===== src/rtl/mips_pkg.sv =====
// Shared MIPS front-end definitions: the fetch FSM state type and the PC step.
package mips_pkg;

  typedef enum logic [1:0] {
    BOOT = 2'd0,
    RUN  = 2'd1,
    HALT = 2'd2
  } pc_state_t;

  localparam logic [31:0] PC_INCR = 32'd4;

endpackage


===== src/rtl/sl2.sv =====
// Shift-left-by-two: turns a word offset into a byte offset. Bits shifted out are dropped.
module sl2 (
  input  logic [31:0] i_a,
  output logic [31:0] o_y
);

  assign o_y = i_a << 2;

endmodule


===== src/rtl/pc_sequencer.sv =====
// Fetch-stage PC sequencer: next-PC selection (jr > j > taken beq > +4), fetch stall,
// BOOT/RUN/HALT control and saturating branch statistics.
// Optional feature: define PC_MISALIGN_TRAP_EN to halt on a jr to a non-word-aligned target.
module pc_sequencer
  import mips_pkg::*;
#(
  parameter logic [31:0] RESET_PC = 32'h0000_0000,
  parameter int          CNT_W    = 16
) (
  input  logic             clk,
  input  logic             reset,
  input  logic             stall_f,
  input  logic             stall_d,
  input  logic             branch_d,
  input  logic             eq_d,
  input  logic             jump_d,
  input  logic             jr_d,
  input  logic [31:0]      pcplus4_d,
  input  logic [31:0]      signimm_d,
  input  logic [31:0]      rs_d,
  input  logic [25:0]      instr_idx_d,
  output logic [31:0]      pc_f,
  output logic [31:0]      pcplus4_f,
  output logic             flush_d,
  output logic             fetch_valid,
  output logic             halt,
  output logic [CNT_W-1:0] branch_cnt,
  output logic [CNT_W-1:0] taken_cnt
);

  localparam logic [CNT_W-1:0] CNT_ONE = CNT_W'(1);
  localparam logic [CNT_W-1:0] CNT_MAX = '1;

  pc_state_t        r_state;
  logic             r_fetch_valid;
  logic             r_halt;
  logic [31:0]      r_pc;
  logic [CNT_W-1:0] r_branch_cnt;
  logic [CNT_W-1:0] r_taken_cnt;

  logic [31:0] w_imm_sl2;
  logic [31:0] w_branch_tgt;
  logic [31:0] w_jump_tgt;
  logic [31:0] w_jr_tgt;
  logic [31:0] w_target;
  logic        w_dec_go;
  logic        w_taken;
  logic        w_redirect;
  logic        w_trap;

  sl2 u_sl2 (
    .i_a (signimm_d),
    .o_y (w_imm_sl2)
  );

  assign w_branch_tgt = pcplus4_d + w_imm_sl2;
  assign w_jump_tgt   = {pcplus4_d[31:28], instr_idx_d, 2'b00};

  // Decode may act only while running and not stalled.
  assign w_dec_go   = (r_state == RUN) && !stall_d;
  assign w_taken    = w_dec_go && branch_d && eq_d && !jr_d && !jump_d;
  assign w_redirect = w_dec_go && (jr_d || jump_d || (branch_d && eq_d));

`ifdef PC_MISALIGN_TRAP_EN
  assign w_jr_tgt = rs_d;
  assign w_trap   = w_dec_go && jr_d && (rs_d[1:0] != 2'b00);
`else
  assign w_jr_tgt = rs_d & ~32'd3;
  assign w_trap   = 1'b0;
`endif

  // Redirect target by priority: jr, then j, then taken beq.
  always_comb begin
    // NOTE: default assignment first so every path drives w_target and no latch is inferred.
    w_target = w_branch_tgt;
    if (jr_d)        w_target = w_jr_tgt;
    else if (jump_d) w_target = w_jump_tgt;
  end

  // Control FSM with registered status outputs.
  always_ff @(posedge clk or posedge reset) begin
    if (reset) begin
      r_state       <= BOOT;
      r_fetch_valid <= 1'b0;
      r_halt        <= 1'b0;
    end else begin
      // NOTE: non-blocking assignments so all state updates see pre-edge values.
      case (r_state)
        BOOT: begin
          r_state       <= RUN;
          r_fetch_valid <= 1'b1;
          r_halt        <= 1'b0;
        end
        RUN: begin
          if (w_trap) begin
            r_state       <= HALT;
            r_fetch_valid <= 1'b0;
            r_halt        <= 1'b1;
          end
        end
        HALT: begin
          r_state <= HALT;
        end
        default: begin
          r_state       <= BOOT;
          r_fetch_valid <= 1'b0;
          r_halt        <= 1'b0;
        end
      endcase
    end
  end

  // Fetch PC: redirect beats the fetch stall; a trapping jr leaves the PC alone.
  always_ff @(posedge clk or posedge reset) begin
    if (reset) begin
      r_pc <= RESET_PC;
    end else if (w_redirect && !w_trap) begin
      r_pc <= w_target;
    end else if ((r_state == RUN) && !w_redirect && !stall_f) begin
      r_pc <= r_pc + PC_INCR;
    end
  end

  // Saturating branch statistics.
  always_ff @(posedge clk or posedge reset) begin
    if (reset) begin
      r_branch_cnt <= '0;
      r_taken_cnt  <= '0;
    end else begin
      if (w_dec_go && branch_d && (r_branch_cnt != CNT_MAX))
        r_branch_cnt <= r_branch_cnt + CNT_ONE;
      if (w_taken && (r_taken_cnt != CNT_MAX))
        r_taken_cnt <= r_taken_cnt + CNT_ONE;
    end
  end

  assign pc_f        = r_pc;
  assign pcplus4_f   = r_pc + PC_INCR;
  assign flush_d     = w_redirect;
  assign fetch_valid = r_fetch_valid;
  assign halt        = r_halt;
  assign branch_cnt  = r_branch_cnt;
  assign taken_cnt   = r_taken_cnt;

endmodule


===== config.mk =====
export PLATFORM = sky130hd
export DESIGN_NAME = pc_sequencer
export DESIGN_NICKNAME = d
export VERILOG_FILES = /design/src/rtl/mips_pkg.sv /design/src/rtl/sl2.sv /design/src/rtl/pc_sequencer.sv
export SDC_FILE = /design/constraint.sdc
export NUM_CORES = 1
export LEC_CHECK = 0
export CAP_MARGIN = 5
export CORE_ASPECT_RATIO = 0.5
export CORE_MARGIN = 2
export CORE_UTILIZATION = 48
export CTS_CLUSTER_DIAMETER = 30
export CTS_CLUSTER_SIZE = 28
export DETAILED_ROUTE_END_ITERATION = 8
export GPL_ROUTABILITY_DRIVEN = 0
export PLACE_DENSITY = 0.87
export SLEW_MARGIN = 20
export SYNTH_ARGS = -nofsm -noshare
export SYNTH_HDL_FRONTEND = slang
export SYNTH_SLANG_ARGS = --single-unit

===== constraint.sdc =====
create_clock -name clk -period 6.5 [get_ports clk]
set_input_delay 1.3 -clock clk [delete_from_list [all_inputs] [get_ports clk]]
set_output_delay 1.3 -clock clk [all_outputs]
set_load 0.02 [all_outputs]

==> flow_summary.yaml, run 1 <==
status:
  status: "finished clean"
global_routing:
  grt.overflow.total: 0
  grtUsageMet3_pct: 8.06
  antenna_found_initial: 0
  grt_usage_pct: 29.0
  grt_max_degree: 68
  grt_pass1_vias: 6095
  met2_usage_pct: 52.3
  grt_pass1_wl_um: 29300
  use_met1_pct: 32.7
  grt_most_used_layer: "met2"
sta:
  fmax_mhz: 217
  hold_violations: 0
  timing.max_slew.rel_slack_pct: 43.2
  setup_viol: 0
  tightest_slew_ns: 0.851
  fin_skew_ns: 0.0105
  min_period_ns: 4.60
  slew_viol_final: 0
  fin_tns_setup_ns: 0
  min_period_over_period_pct: 70.8
  rsz0062_at_grt: "no"
finish:
  fin_nets: 1062
  multi_input_area_mm2: 0.00384
  fillers: 911
  fin_area_mm2: 0.00840
  ff_latch_area_mm2: 0.00168
  antenna_cells: 0
  final_cells: 1066
  layout_common_cells: "clkdlybuf4s50_1, nand2_1, dfrtp_1"
  syn_to_final_growth_pct: 46.4
  drive_gt1_share_pct: 5.11
  final_common_cell: "clkdlybuf4s50_1"
power_and_ir_drop:
  p_comb_share_pct: 42.5
  intPower_uw: 1230
  clock_power_share_pct: 27.3
  switching_share_pct: 37.2
  max-vdd-ir-drop_mv: 0.206
  p_per_area_mw_per_mm2: 233
  p_seq_share_pct: 30.2
  switchingPower_uw: 728
  leakage_uw: 0.00343
floorplan:
  core_area_mm2: 0.0117
  ioPinCount: 229
  fp.dieH_um: 81.3
  die-area_mm2: 0.0129
  start_util_pct: 48.9
  die_x_um: 159
  fp-row-count: 28
yosys:
  async_reset_ff_share_pct: 100
  synth.distinct_cells: 66
  syn-num-nets: 855
  ys_seq_elements: 67
  ys_seq_area_share_pct: 29.2
  postSynthAreaPerCell_um2: 8.33
  synthCells: 689
  yosys_warnings: 0
  synth-edff-count: 0
  synth_flop_cell: "dfrtp_1"
  synthesis.area_mm2: 0.00574
critical_path:
  cp_max_fo: 31
  critical_path_required_ns: 5.20
  critPathSlowestCell: "clkdlybuf4s50_1"
  r2r-start: "r_state[1]"
  crit_chain: "clkdlybuf4s50_1 > buf_4 > a211o_1 > nand2_2 > inv_1 > buf_4 > clkdlybuf4s50_1"
  crit_family: "buffers and inverters"
  cpPeakStageDelay_ns: 0.68
  startpoint_type: "input pin"
  critPathLaunch: "jr_d"
  setup.worst_path.end_class: "output port"
  crit_buf_inv: 5
  critPathKind: "in2out"
  cp.arrival_ns: 3.30
clock_network:
  clkTransAtPathRegs_ns: 0.06
  postCtsSetupBuffers: 0
  htree_levels: 3
  clockRootBuffer: "clkbuf_16"
  clk_path_buf_depth: 2
  cts_resized: 0
  holdBufCountCts: 0
  tritoncts: "done"
  numClockSinks: 67
  clock_latency_ns: 0.33
  cts_buffers: 9
placement:
  portBuffers: 223
  dp.cells: 1050
  post_dp_cell_area_mm2: 0.00808
  place_hpwl_um: 14200
drt:
  ant_nets: 0
  vias: 6105
  finalWirelength_um: 18700
  drc: 0
  wl_per_cell_um: 17.6
  avgViaCountPerCell: 5.73
  first_pass_iters: 5
  drt_iter0_drc: 305
hold_path:
  min_from: "branch_cnt[6]"
  hold_path.class: "reg2reg"
flow_run:
  drv_cap: 0
sequential cells by signal (all words and copies together), names as in the netlist:
| signal | flops |
|---|---|
| r_state | 2 |
| pc_f | 32 |
| taken_cnt | 16 |
| fetch_valid | 1 |
| branch_cnt | 16 |
power by group through the flow:
stage                     sequential, µW  clock (µW)  combinational [µW]
after CTS                            590         541                 832
after global routing                 604         562                 890
final                                592         535                 833
after global placement               591           0                 802
after floorplan                      644           0                 389
after detailed placement             593           0                 820
layout make-up:
cell class	instances	share of cell area (%)
clock inverter	6	1.13
sequential	67	20.0
multi-input combinational	568	45.7
inverter	20	0.894
tap	165	2.46
timing repair buffer	230	27.1
clock buffer	10	2.73
metrics by stage:
step	hold slack (ns)	utilization, %	worst slack (ns)	total power (µW)
floorplan	0.506	-	2.84	1030
finish	0.499	71.6	1.90	1960
CTS	0.494	71.6	1.91	1960
global route	0.510	71.6	1.81	2060
detailed placement	0.478	68.8	1.91	1410
global placement	0.478	68.8	1.91	1390
cells in the mapped netlist, types with 9 or more instances:
cell type / count / area, µm²
xor2_1: 43 / 377
mux2i_1: 10 / 100
ha_1: 35 / 438
dfrtp_1: 67 / 1680
inv_1: 20 / 75.1
nand4_1: 19 / 119
nor2_1: 64 / 240
a21o_1: 13 / 97.6
nand3_1: 23 / 115
clkbuf_1: 23 / 86.3
nor3_1: 14 / 70.1
o21ai_0: 19 / 95.1
o21ai_1: 15 / 75.1
xnor2_1: 66 / 578
nand2_1: 73 / 274
o211ai_1: 9 / 67.6
a21oi_1: 52 / 260
final timing paths:
check,slack [ns],cells past startpoint,endpoint
min in group asynchronous,1.54,3,pc_f[1]
worst max register to register,3.68,11,taken_cnt[15]
max in group asynchronous,4.40,3,pc_f[8]
worst max-delay path,1.90,7,flush_d
worst min-delay path,0.50,1,branch_cnt[6]
worst min register to register,0.50,1,branch_cnt[6]
routing by layer:
| layer | vias up | wire length (µm) |
|---|---|---|
| met4 | 0 | 745 |
| met3 | 59 | 1680 |
| met1 | 2898 | 7200 |
| met2 | 278 | 9120 |
| met5 | - | 0 |
| li1 | 2870 | - |
kinds of logic (layout without fill, tap and decap cells):
logic type                 Yosys count  count (layout)  share of synthesized area, %
adders and majority gates           36              36                          7.98
other                                1               1                        0.0654
DFF                                 67              67                          29.2
and+or+nand+nor                    239             239                          20.4
buffers and inverters               54             266                          3.90
muxes                               16              16                          2.92
AOI/OAI and AO/OA                  167             167                          18.8
xor gates and xnor gates           109             109                          16.6
Note: power is estimated with default switching activity, not from simulation.
==> run 2: changes to the inputs <==
--- a/config.mk
+++ b/config.mk
@@ -8,12 +8,12 @@
 export CAP_MARGIN = 5
 export CORE_ASPECT_RATIO = 0.5
 export CORE_MARGIN = 2
-export CORE_UTILIZATION = 48
+export CORE_UTILIZATION = 40
 export CTS_CLUSTER_DIAMETER = 30
 export CTS_CLUSTER_SIZE = 28
 export DETAILED_ROUTE_END_ITERATION = 8
 export GPL_ROUTABILITY_DRIVEN = 0
-export PLACE_DENSITY = 0.87
+export PLACE_DENSITY = 0.78
 export SLEW_MARGIN = 20
 export SYNTH_ARGS = -nofsm -noshare
 export SYNTH_HDL_FRONTEND = slang
==> constraint.sdc (replaced) <==
create_clock -name clk -period 4.09 [get_ports clk]
set_input_delay 0.818 -clock clk [delete_from_list [all_inputs] [get_ports clk]]
set_output_delay 0.818 -clock clk [all_outputs]
set_load 0.02 [all_outputs]
==> flow_summary.yaml, run 2 (synthesis results as in run 1) <==
sta:
  tightest_slew_ns: 0.824
  setup_viol: 0
  min_period_ns: 3.86
  fin_skew_ns: 0.00667
  fin_tns_setup_ns: 0
  min_period_over_period_pct: 94.3
  rsz0062_at_grt: "no"
  hold_violations: 0
  fmax_mhz: 259
  whs_ns: 0.494
  slew_viol_final: 0
  timing.max_slew.rel_slack_pct: 45.0
status:
  status: "finished clean"
global_routing:
  antenna_found_initial: 0
  met2_usage_pct: 43.3
  grt_pass1_vias: 6010
  grt.overflow.total: 0
  grt_most_used_layer: "met2"
  grtUsageMet3_pct: 6.70
  grt_pass1_wl_um: 30000
  grt_max_degree: 48
  grt_usage_pct: 24.4
  use_met1_pct: 28.7
critical_path:
  critPathKind: "reg2out"
  setup.worst_path.end_class: "output port"
  cp_max_fo: 8
  critical_path_required_ns: 3.27
  startpoint_type: "flip-flop"
  cp.arrival_ns: 3.04
placement:
  place_hpwl_um: 14700
  portBuffers: 223
drt:
  first_pass_iters: 5
  avgViaCountPerCell: 5.46
  ant_nets: 0
  drc: 0
  vias: 5975
  wl_per_cell_um: 17.2
  finalWirelength_um: 18800
  drt_iter0_drc: 324
clock_network:
  htree_levels: 3
  numClockSinks: 67
  cts_buffers: 9
  holdBufCountCts: 0
  clk_path_buf_depth: 2
  clkTransAtPathRegs_ns: 0.06
  tritoncts: "done"
  clock_latency_ns: 0.33
  clockRootBuffer: "clkbuf_16"
  cts_resized: 0
  postCtsSetupBuffers: 0
finish:
  antenna_cells: 0
  final_common_cell: "clkdlybuf4s50_1"
  syn_to_final_growth_pct: 46.4
  largest_register_ffs: 32
  multi_input_area_mm2: 0.00384
  ff_latch_area_mm2: 0.00168
  fin_nets: 1064
  drive_gt1_share_pct: 5.43
  layout_common_cells: "clkdlybuf4s50_1, nand2_1, dfrtp_1"
  fillers: 1198
floorplan:
  fp-row-count: 30
  ioPinCount: 229
  start_util_pct: 41.7
  core_area_mm2: 0.0138
  die-area_mm2: 0.0154
  die_x_um: 173
  fp.dieH_um: 88.7
flow_run:
  drv_cap: 0
power_and_ir_drop:
  max-vdd-ir-drop_mv: 0.193
  p_per_area_mw_per_mm2: 356
  finalPower_uw: 2990
  leakage_uw: 0.00341
hold_path:
  hold_path.class: "reg2reg"
-- run 2: changes by cell type in the layout (fill, tap and decap cells not counted) --
cell / previous run / this run
clkinv_2: 0 / 3
buf_4: 7 / 9
bufinv_16: 2 / 0
clkinvlp_4: 0 / 2
clkbuf_1: 1 / 0
inv_2: 1 / 0
inv_6: 3 / 2
-- run 2: final cells by class --
| class | count | area share, % |
|---|---|---|
| inverters | 20 | 0.908 |
| flip-flops and latches | 67 | 20.0 |
| multi-input cells | 568 | 45.7 |
| clock buffers | 9 | 2.68 |
| repair buffers | 232 | 27.3 |
| clock inverters | 7 | 0.611 |
| well taps | 192 | 2.86 |
-- run 2: power by group --
group / leakage, µW / switching (µW) / total (µW) / internal (µW)
logic: 0.00245 / 665 / 1320 / 651
clock network: 0.000132 / 317 / 730 / 413
registers: 0.000832 / 179 / 943 / 764
-- run 2: final timing paths --
check	end	cells after the start	slack, ns	startpoint
setup / recovery	pcplus4_f[28]	7	0.23	pc_f[13]
hold / removal	taken_cnt[8]	1	0.49	taken_cnt[8]
setup reg to reg	pc_f[31]	9	1.58	pc_f[13]
hold reg to reg	taken_cnt[8]	1	0.49	taken_cnt[8]
max in group asynchronous	pc_f[13]	3	2.47	reset
min in group asynchronous	taken_cnt[10]	2	0.94	reset
-- run 2: stage by stage --
step	util [%]	setup slack, ns	std cells	instance area [µm²]
6_report	61.0	0.232	1095	8400
5_1_grt	61.0	0.0983	1095	8400
4_1_cts	61.0	0.261	1095	8400
3_5_place_dp	59.0	0.257	1079	8120
3_3_place_gp	59.0	0.353	1079	8120
2_1_floorplan	-	0.977	689	5740
-- run 2: worst max-delay path, stage by stage (launching register included) --
cell,delay (ns)
dfrtp_1,0.47
nand4_1,0.21
nor3_2,0.36
and3_2,0.30
and3_1,0.40
nand4_1,0.17
xnor2_1,0.17
clkdlybuf4s50_1,0.63
-- run 2: metal layers --
metal | share of wire, % | vias to the layer above
met5 | 0 | -
met4 | 3.0 | 0
met3 | 7.7 | 49
met2 | 49 | 240
met1 | 40 | 2818
li1 | - | 2868
